**src/rtl/cpu_pkg.sv**
```systemverilog
// cpu_pkg: shared CPU widths, reset address, NOP encoding and fetch queue entry type
package cpu_pkg;
  localparam int DEF_WORD_SIZE = 8;
  localparam int DEF_ADDR_WIDTH = 8;
  localparam int DEF_RESET_ADDR = 0;
  localparam logic [DEF_WORD_SIZE-1:0] NOP = 8'h00;
  typedef struct packed {
    logic [DEF_WORD_SIZE-1:0] instr;
    logic [DEF_ADDR_WIDTH-1:0] pc;
  } fetch_entry_t;
endpackage

```
**src/rtl/module_fetch_unit_if.sv**
```systemverilog
// module_fetch_unit_if: redirect, IRAM and control-unit handshake signals of the fetch stage
interface module_fetch_unit_if import cpu_pkg::*; #(
  parameter int WORD_SIZE = DEF_WORD_SIZE,
  parameter int ADDR_WIDTH = DEF_ADDR_WIDTH,
  parameter int DEPTH = 4
);
  logic redirect_en;
  logic [ADDR_WIDTH-1:0] redirect_addr;
  logic [ADDR_WIDTH-1:0] iram_addr;
  logic [WORD_SIZE-1:0] iram_data;
  logic instr_valid;
  logic instr_ready;
  logic [WORD_SIZE-1:0] instr;
  logic [ADDR_WIDTH-1:0] instr_pc;
  logic [ADDR_WIDTH-1:0] pc_out;
  logic [$clog2(DEPTH):0] level;
  modport slave (
    input redirect_en, redirect_addr, iram_data, instr_ready,
    output iram_addr, instr_valid, instr, instr_pc, pc_out, level
  );
  modport master (
    output redirect_en, redirect_addr, iram_data, instr_ready,
    input iram_addr, instr_valid, instr, instr_pc, pc_out, level
  );
endinterface

```
**src/rtl/module_fetch_fifo.sv**
```systemverilog
// module_fetch_fifo: circular prefetch queue with wrap-bit pointers and synchronous clear
module module_fetch_fifo #(
  parameter int WIDTH = 16,
  parameter int DEPTH = 4
) (
  input  logic clk,
  input  logic reset,
  input  logic clear,
  input  logic push,
  input  logic pop,
  input  logic [WIDTH-1:0] din,
  output logic [WIDTH-1:0] dout,
  output logic valid,
  output logic [$clog2(DEPTH):0] level
);
  localparam int PW = $clog2(DEPTH);
  logic [WIDTH-1:0] mem [DEPTH];
  logic [WIDTH-1:0] last;
  logic [PW:0] wr, rd;
  logic wen, ren;
  // when empty the output shows the last head seen rather than a stale slot
  always_comb begin
    level = wr - rd;
    valid = level != '0;
    dout = valid ? mem[rd[PW-1:0]] : last;
    wen = push && !clear;
    ren = pop && valid && !clear;
  end
  always_ff @(posedge clk or negedge reset)
    if (!reset) begin
      wr <= '0;
      rd <= '0;
      last <= '0;
    end else begin
      wr <= clear ? '0 : wr + (PW+1)'(wen);
      rd <= clear ? '0 : rd + (PW+1)'(ren);
      last <= dout;
    end
  always_ff @(posedge clk)
    if (wen) mem[wr[PW-1:0]] <= din;
  assert property (@(posedge clk) disable iff (!reset) !(wen && level == (PW+1)'(DEPTH)));
endmodule

```
**src/rtl/module_fetch_unit.sv**
```systemverilog
// module_fetch_unit: fetch PC, synchronous IRAM issue and prefetch queue feeding the control unit
module module_fetch_unit import cpu_pkg::*; #(
  parameter int WORD_SIZE = DEF_WORD_SIZE,
  parameter int ADDR_WIDTH = DEF_ADDR_WIDTH,
  parameter int DEPTH = 4,
  parameter logic [ADDR_WIDTH-1:0] RESET_ADDR = ADDR_WIDTH'(DEF_RESET_ADDR)
) (
  input logic clk,
  input logic reset,
  module_fetch_unit_if.slave bus
);
  localparam int LW = $clog2(DEPTH) + 1;
  logic [ADDR_WIDTH-1:0] fetch_pc, inflight_pc;
  logic inflight, issue, push, pop;
  logic [LW:0] occ;
  logic [WORD_SIZE+ADDR_WIDTH-1:0] head;
  // only issue when the returning word is guaranteed a queue slot
  always_comb begin
    occ = (LW+1)'(bus.level) + (LW+1)'(inflight);
    issue = occ < (LW+1)'(DEPTH) && !bus.redirect_en;
    push = inflight && !bus.redirect_en;
    pop = bus.instr_valid && bus.instr_ready && !bus.redirect_en;
    bus.iram_addr = fetch_pc;
    bus.pc_out = fetch_pc;
    {bus.instr, bus.instr_pc} = head;
  end
  always_ff @(posedge clk or negedge reset)
    if (!reset) begin
      fetch_pc <= RESET_ADDR;
      inflight <= 1'b0;
      inflight_pc <= '0;
    end else begin
      fetch_pc <= bus.redirect_en ? bus.redirect_addr : issue ? fetch_pc + 1'b1 : fetch_pc;
      inflight <= issue;
      inflight_pc <= issue ? fetch_pc : inflight_pc;
    end
  module_fetch_fifo #(.WIDTH(WORD_SIZE + ADDR_WIDTH), .DEPTH(DEPTH)) u_fifo (
    .clk(clk),
    .reset(reset),
    .clear(bus.redirect_en),
    .push(push),
    .pop(pop),
    .din({bus.iram_data, inflight_pc}),
    .dout(head),
    .valid(bus.instr_valid),
    .level(bus.level)
  );
endmodule

```
**src/flat_wrapper.sv**
```systemverilog
// flat-port wrapper written by rule: the top's interface ports become plain ports
module module_fetch_unit_flat import cpu_pkg::*;
#(
  parameter int WORD_SIZE = DEF_WORD_SIZE,
  parameter int ADDR_WIDTH = DEF_ADDR_WIDTH,
  parameter int DEPTH = 4,
  parameter logic [ADDR_WIDTH-1:0] RESET_ADDR = ADDR_WIDTH'(DEF_RESET_ADDR)
)
  (clk, reset, bus_redirect_en, bus_redirect_addr, bus_iram_data, bus_instr_ready, bus_iram_addr, bus_instr_valid, bus_instr, bus_instr_pc, bus_pc_out, bus_level);
  module_fetch_unit_if #(.WORD_SIZE(WORD_SIZE), .ADDR_WIDTH(ADDR_WIDTH), .DEPTH(DEPTH)) bus_i ();
  input logic clk;
  input logic reset;
  input wire logic [$bits(bus_i.redirect_en)-1:0] bus_redirect_en;
  input wire logic [$bits(bus_i.redirect_addr)-1:0] bus_redirect_addr;
  input wire logic [$bits(bus_i.iram_data)-1:0] bus_iram_data;
  input wire logic [$bits(bus_i.instr_ready)-1:0] bus_instr_ready;
  output wire logic [$bits(bus_i.iram_addr)-1:0] bus_iram_addr;
  output wire logic [$bits(bus_i.instr_valid)-1:0] bus_instr_valid;
  output wire logic [$bits(bus_i.instr)-1:0] bus_instr;
  output wire logic [$bits(bus_i.instr_pc)-1:0] bus_instr_pc;
  output wire logic [$bits(bus_i.pc_out)-1:0] bus_pc_out;
  output wire logic [$bits(bus_i.level)-1:0] bus_level;
  assign bus_i.redirect_en = bus_redirect_en;
  assign bus_i.redirect_addr = bus_redirect_addr;
  assign bus_i.iram_data = bus_iram_data;
  assign bus_i.instr_ready = bus_instr_ready;
  assign bus_iram_addr = bus_i.iram_addr;
  assign bus_instr_valid = bus_i.instr_valid;
  assign bus_instr = bus_i.instr;
  assign bus_instr_pc = bus_i.instr_pc;
  assign bus_pc_out = bus_i.pc_out;
  assign bus_level = bus_i.level;
  module_fetch_unit #(.WORD_SIZE(WORD_SIZE), .ADDR_WIDTH(ADDR_WIDTH), .DEPTH(DEPTH), .RESET_ADDR(RESET_ADDR)) u_core (.clk(clk), .reset(reset), .bus(bus_i));
endmodule
```
**config.mk**
```make
export PLATFORM = sky130hd
export DESIGN_NAME = module_fetch_unit_flat
export DESIGN_NICKNAME = d
export VERILOG_FILES = /design/src/rtl/cpu_pkg.sv /design/src/rtl/module_fetch_unit_if.sv /design/src/rtl/module_fetch_fifo.sv /design/src/rtl/module_fetch_unit.sv /design/src/flat_wrapper.sv
export SDC_FILE = /design/constraint.sdc
export NUM_CORES = 1
export LEC_CHECK = 0
export CAP_MARGIN = 20
export CELL_PAD_IN_SITES_DETAIL_PLACEMENT = 1
export CELL_PAD_IN_SITES_GLOBAL_PLACEMENT = 2
export CORE_UTILIZATION = 30
export CTS_BUF_LIST = sky130_fd_sc_hd__clkbuf_4 sky130_fd_sc_hd__clkbuf_8
export DETAILED_ROUTE_END_ITERATION = 8
export GPL_ROUTABILITY_DRIVEN = 1
export PLACE_DENSITY_LB_ADDON = 0.25
export SETUP_SLACK_MARGIN = 0.5
export SYNTH_ARGS = -nofsm -noshare
export SYNTH_HDL_FRONTEND = slang
export SYNTH_SLANG_ARGS = --single-unit
```
**constraint.sdc**
```tcl
create_clock -name clk -period 5.2 [get_ports clk]
set_input_delay 1.04 -clock clk [delete_from_list [all_inputs] [get_ports clk]]
set_output_delay 1.04 -clock clk [all_outputs]
set_load 0.01 [all_outputs]
```
# Word level (Yosys, flattened, before mapping)

Memories as Yosys holds them, arrays and structs flattened.
Cells that the tools add are included.

Latch bits: 0
Bits in writable memories: 64
Bits in read-only memories: 0
Memories kept: 1
Logic and storage cells: 30
Register bits after elaboration: 39

Equality and inequality tests: 0
Div/mod/pow operators: 0
Magnitude comparators: 1
Bitwise operators: 0
Multiply operators: 0
Reduce and logical (&&, ||, !) cells: 10
Shift operators: 0
Mux-type cells: 7
Add/sub/neg operators: 5

Memories:

| memory            | words | width | read ports | clocked after Yosys merged registers in | wr ports | RTL line                | source |
|---|---|---|---|---|---|---|---|
| u_core.u_fifo.mem | 4     | 16    | 1          | 0                                       | 1        | module_fetch_fifo.sv:17 | `logic [WIDTH-1:0] mem [DEPTH];` |

Operators by type and width:

| kind                  | count |
|---|---|
| $mux W16              | 1 |
| $mux W8               | 2 |
| $add A8 B1 Y8 const B | 1 |
| $logic_and A1 B1 Y1   | 7 |
| $add A3 B1 Y3         | 2 |
| $mux W3               | 2 |
| $add A3 B1 Y4         | 1 |
| $lt A4 B3 Y1 const B  | 1 |
| $reduce_bool A3 Y1    | 1 |
| $sub A3 B3 Y3         | 1 |
| $mux W1               | 2 |
| $reduce_bool A2 Y1    | 1 |
| $logic_not A1 Y1      | 1 |

# Longest topological paths before layout

Word-level depth: 8
Mapped depth: 12
Mapped depth without buffers: 11

# By module

A second synthesis with hierarchy kept.

Cells, all modules: 235
Area, all modules: 4207.8 um^2

Modules (own cells, without submodules):

| module            | cells each | area an instance (um^2) | sequential area each (um^2) | times used |
|---|---|---|---|---|
| module_fetch_fifo | 151        | 3310.7                  | 2472.4                      | 1 |
| module_fetch_unit | 84         | 897.1                   | 425.4                       | 1 |

# Least setup slack after synthesis

Ideal clock, no wire load.

Path type: register -> output
From: register u_core.u_fifo.wr[0]
To: output port bus_instr[0]
Arrival time: 2.292 ns
Stages on the path, launching flop included: 9
Path buffers: 1
Slack: 1.868 ns
Path through: dfrtp_1 > inv_1 > ha_1 > fa_1 > xnor3_2 > inv_2 > nor3_4 > buf_8 > mux2_4

Cells in the longest elaborated chain, start to end: 3

Ends and longest elaborated chain:

| element                  | RTL line                | source |
|---|---|---|
| start: declaration       | module_fetch_fifo.sv:19 | `logic [PW:0] wr, rd;` |
| start signal: assignment | module_fetch_fifo.sv:35 | `wr <= clear ? '0 : wr + (PW+1)'(wen);` |
| $sub A3 B3 Y3            | module_fetch_fifo.sv:23 | `level = wr - rd;` |
| net bus_level[2]         | flat_wrapper.sv:22      | `output wire logic [$bits(bus_i.level)-1:0] bus_level;` |
| $reduce_bool A3 Y1       | module_fetch_fifo.sv:24 | `valid = level != '0;` |
| $mux W16                 | module_fetch_fifo.sv:25 | `dout = valid ? mem[rd[PW-1:0]] : last;` |
| end: declaration         | flat_wrapper.sv:19      | `output wire logic [$bits(bus_i.instr)-1:0] bus_instr;` |

The timed path passes the listed nets, and every way through them passes these cells.

# Final worst setup path

From: register u_core.u_fifo.rd[1]
To: output port bus_instr_pc[4]

Cells in the longest elaborated chain, start to end: 3
Elaborated cells on any way between the ends: 4
Classes of those cells: 1 x add/sub; 1 x mux; 1 x reduce/logical; 1 x memory

Ends and longest elaborated chain:

| element                  | RTL line                | source |
|---|---|---|
| start: declaration       | module_fetch_fifo.sv:19 |  |
| start signal: assignment | module_fetch_fifo.sv:36 | `rd <= clear ? '0 : rd + (PW+1)'(ren);` |
| $sub A3 B3 Y3            | module_fetch_fifo.sv:23 |  |
| $reduce_bool A3 Y1       | module_fetch_fifo.sv:24 |  |
| $mux W16 (*)             | module_fetch_fifo.sv:25 |  |
| end: declaration         | flat_wrapper.sv:20      | `output wire logic [$bits(bus_i.instr_pc)-1:0] bus_instr_pc;` |

Mark *: on every way between the ends. The rest lies on a longest branch, timed or not.

==> run metrics <==
Data arrival, critical path=3.25 ns; outcome=completed; area grow syn2layout=21.7%; CORE AREA=13300 um^2; die area=14300 um^2; multi-input logic area=1130 um^2; Worst Clk Skew=0.00882 ns; Final ANT Viol Nets=0; clk sinks=103; Seq/Total Area, Yosys=69.8%; final wirelength=8170 um; FF+latch count, synth=103; DP Area=4840 um^2; RD Place Congestion=0.694; highest attainable clock frequency=233 MHz; Setup crit end kind=output port; router iterations before antenna repair=4; CTS clk-pin slew, worst paths=0.08 ns; Final Hold Fails=0; Synth area leader=edfxtp_1; Fillers=1377; TNS Setup=0 ns; most frequent cells in the layout=64 x edfxtp_1, 54 x clkdlybuf4s50_1, 38 x dfrtp_1, 17 x mux2_2, 16 x mux4_2; Slew @ Worst Pin=0.971 ns; worst vdd ir=0.137 mV; max cap viols=0; top cells by area, synth=edfxtp_1 46%, dfrtp_1 24%, mux4_2 8.7%, mux2_2 4.6%, mux2_4 2.9%; WS Path Type=reg -> out; PnR worst setup slack=0.912 ns; CTS tree=done; share of layout cells above drive strength 1=23.9%; Hold/Removal Path Class=reg -> reg; global-route wire length before repair=13000 um; WL/cell=17.7 um; Syn Nets=253; Final Cell Area=5050 um^2; Post-synth ARST share=37.9%; total number of vias=2085; worst-case clock buffer depth=2; max-slew violations=0; Critical Path Start Type=register; CTS Buf Count=9; DRC Markers=0; Worst EP required=4.16 ns; synth warn=0; vias in the first global route=2381; largest net degree at the start of global routing=40; minimum clock period=4.29 ns; layout net count=307; post-synthesis cell count=226; grt ovf=0; pre-CTS setup slack=1.00 ns; Finished Core Util=37.8%; Slew HR=35.3%; # IOs=56; IO Port Bufs=55; Main synth FF type=edfxtp_1; syn_area_per_cell=18.4 um^2; worst skew pair latency=0.37 ns; die span in y=120 um; Via density=4.52; commonest non-fill, non-tap cell in the layout=edfxtp_1; initial antenna violation count=0; starting density of the core=31.1%; Seq. cell area=2900 um^2; Initial DRC Count=92; critical path peak fanout=18; Final setup viols=0; EDFF count, synth=64; Die X=120 um; RSZ-0062 raised after global routing=false; final worst path period share=82.5%; GRT Total Usage=12.6%; HPWL after DPL=5140 um; pwr dens=444 nW/um^2; static leakage=1.84 nW; Site Rows=42; CTS Root Cell=clkbuf_8; H-Tree Level Count=3; Ant. Diodes=0; top-area cell type share of the netlist area=46.3%; Unique masters post-synth=36; Post-Syn Area=4150 um^2
==> what timing repair did <==
action	CTS	global route
setup buffers	0	0
endpoints found under the setup margin	0	6
resized for setup	0	1
hold buffers	0	0
==> worst paths after layout <==
path | from | end | slack [ns] | cells after the start
max | u_core.u_fifo.rd[1]$_DFF_PN0_ | bus_instr_pc[4] | 0.91 | 7
min | u_core.u_fifo.last[7]$_DFF_PN0_ | u_core.u_fifo.last[7]$_DFF_PN0_ | 0.50 | 1
max reg2reg | u_core.u_fifo.rd[1]$_DFF_PN0_ | u_core.u_fifo.rd[2]$_DFF_PN0_ | 2.40 | 10
min reg2reg | u_core.u_fifo.last[7]$_DFF_PN0_ | u_core.u_fifo.last[7]$_DFF_PN0_ | 0.50 | 1
max in group asynchronous | reset | u_core.u_fifo.rd[1]$_DFF_PN0_ | 3.72 | 1
min in group asynchronous | reset | u_core.u_fifo.last[2]$_DFF_PN0_ | 0.82 | 1
==> cell families (layout without fill, tap and decap cells) <==
group | count (synthesis) | count (layout) | synth area share [%]
DFF | 103 | 103 | 69.8
muxes | 42 | 42 | 16.4
and+or+nand+nor | 37 | 37 | 5.31
buffers and inverters | 21 | 80 | 2.95
AOI/OAI and AO/OA | 8 | 8 | 1.15
xor gates and xnor gates | 8 | 8 | 2.05
adders and majority gates | 7 | 7 | 2.29
==> final cells by class <==
type,count,share of cell area [%]
sequential,103,57.4
multi-input combinational,102,22.4
timing repair buffer,58,11.2
tap,176,4.36
clock buffer,15,3.59
clock inverter,1,0.595
inverter,6,0.446
==> per-stage QoR <==
step	total power [mW]	hold slack, ns	cells
after floorplan	1.45	0.472	226
after global placement	1.74	0.478	445
after detailed placement	1.75	0.478	445
after CTS	2.29	0.505	461
after global routing	2.36	0.523	461
final	2.24	0.499	461
==> sequential cells by signal, indices dropped and copies added, names as in the netlist <==
register and flops:
u_core.bus.iram_addr 8, u_core.inflight 1, u_core.inflight_pc 8, u_core.u_fifo.last 16, u_core.u_fifo.mem 64, u_core.u_fifo.rd 3, u_core.u_fifo.wr 3
==> metal layers <==
layer  track usage (%)  share of wire (%)  vias up
met5                 0                  0        -
met4              3.75                1.3        0
met3              4.42                4.6        6
met2              22.4                 53       48
met1              14.2                 41     1073
li1                  -                  -      958
==> cell usage after synthesis, types with 2 or more instances <==
master	instances
mux2_2	17
nand2_1	7
and3_1	4
nor2_1	2
nand4_1	2
mux4_2	16
o21ai_0	6
inv_1	5
buf_2	2
nor3_1	2
mux2_4	8
clkbuf_1	3
xor2_1	2
nand3_1	4
o31a_1	2
nor3b_1	2
edfxtp_1	64
nor2b_1	6
ha_1	6
dfrtp_1	39
buf_4	8
xnor2_1	5
==> worst max-delay path, stage by stage, from the launching register on <==
cell	delay (ns)
dfrtp_2	0.59
fa_1	0.45
xnor3_2	0.45
inv_2	0.08
nor3_4	0.10
buf_4	0.32
mux2_2	0.39
clkdlybuf4s50_1	0.49
==> report_power, final <==
| group | switching, mW | total (mW) | internal [mW] |
|---|---|---|---|
| clock network | 0.253 | 0.524 | 0.271 |
| registers | 0.0720 | 1.08 | 1.01 |
| logic | 0.256 | 0.638 | 0.382 |
| total | 0.581 | 2.24 | 1.66 |
(Power assumes the default switching activity.)
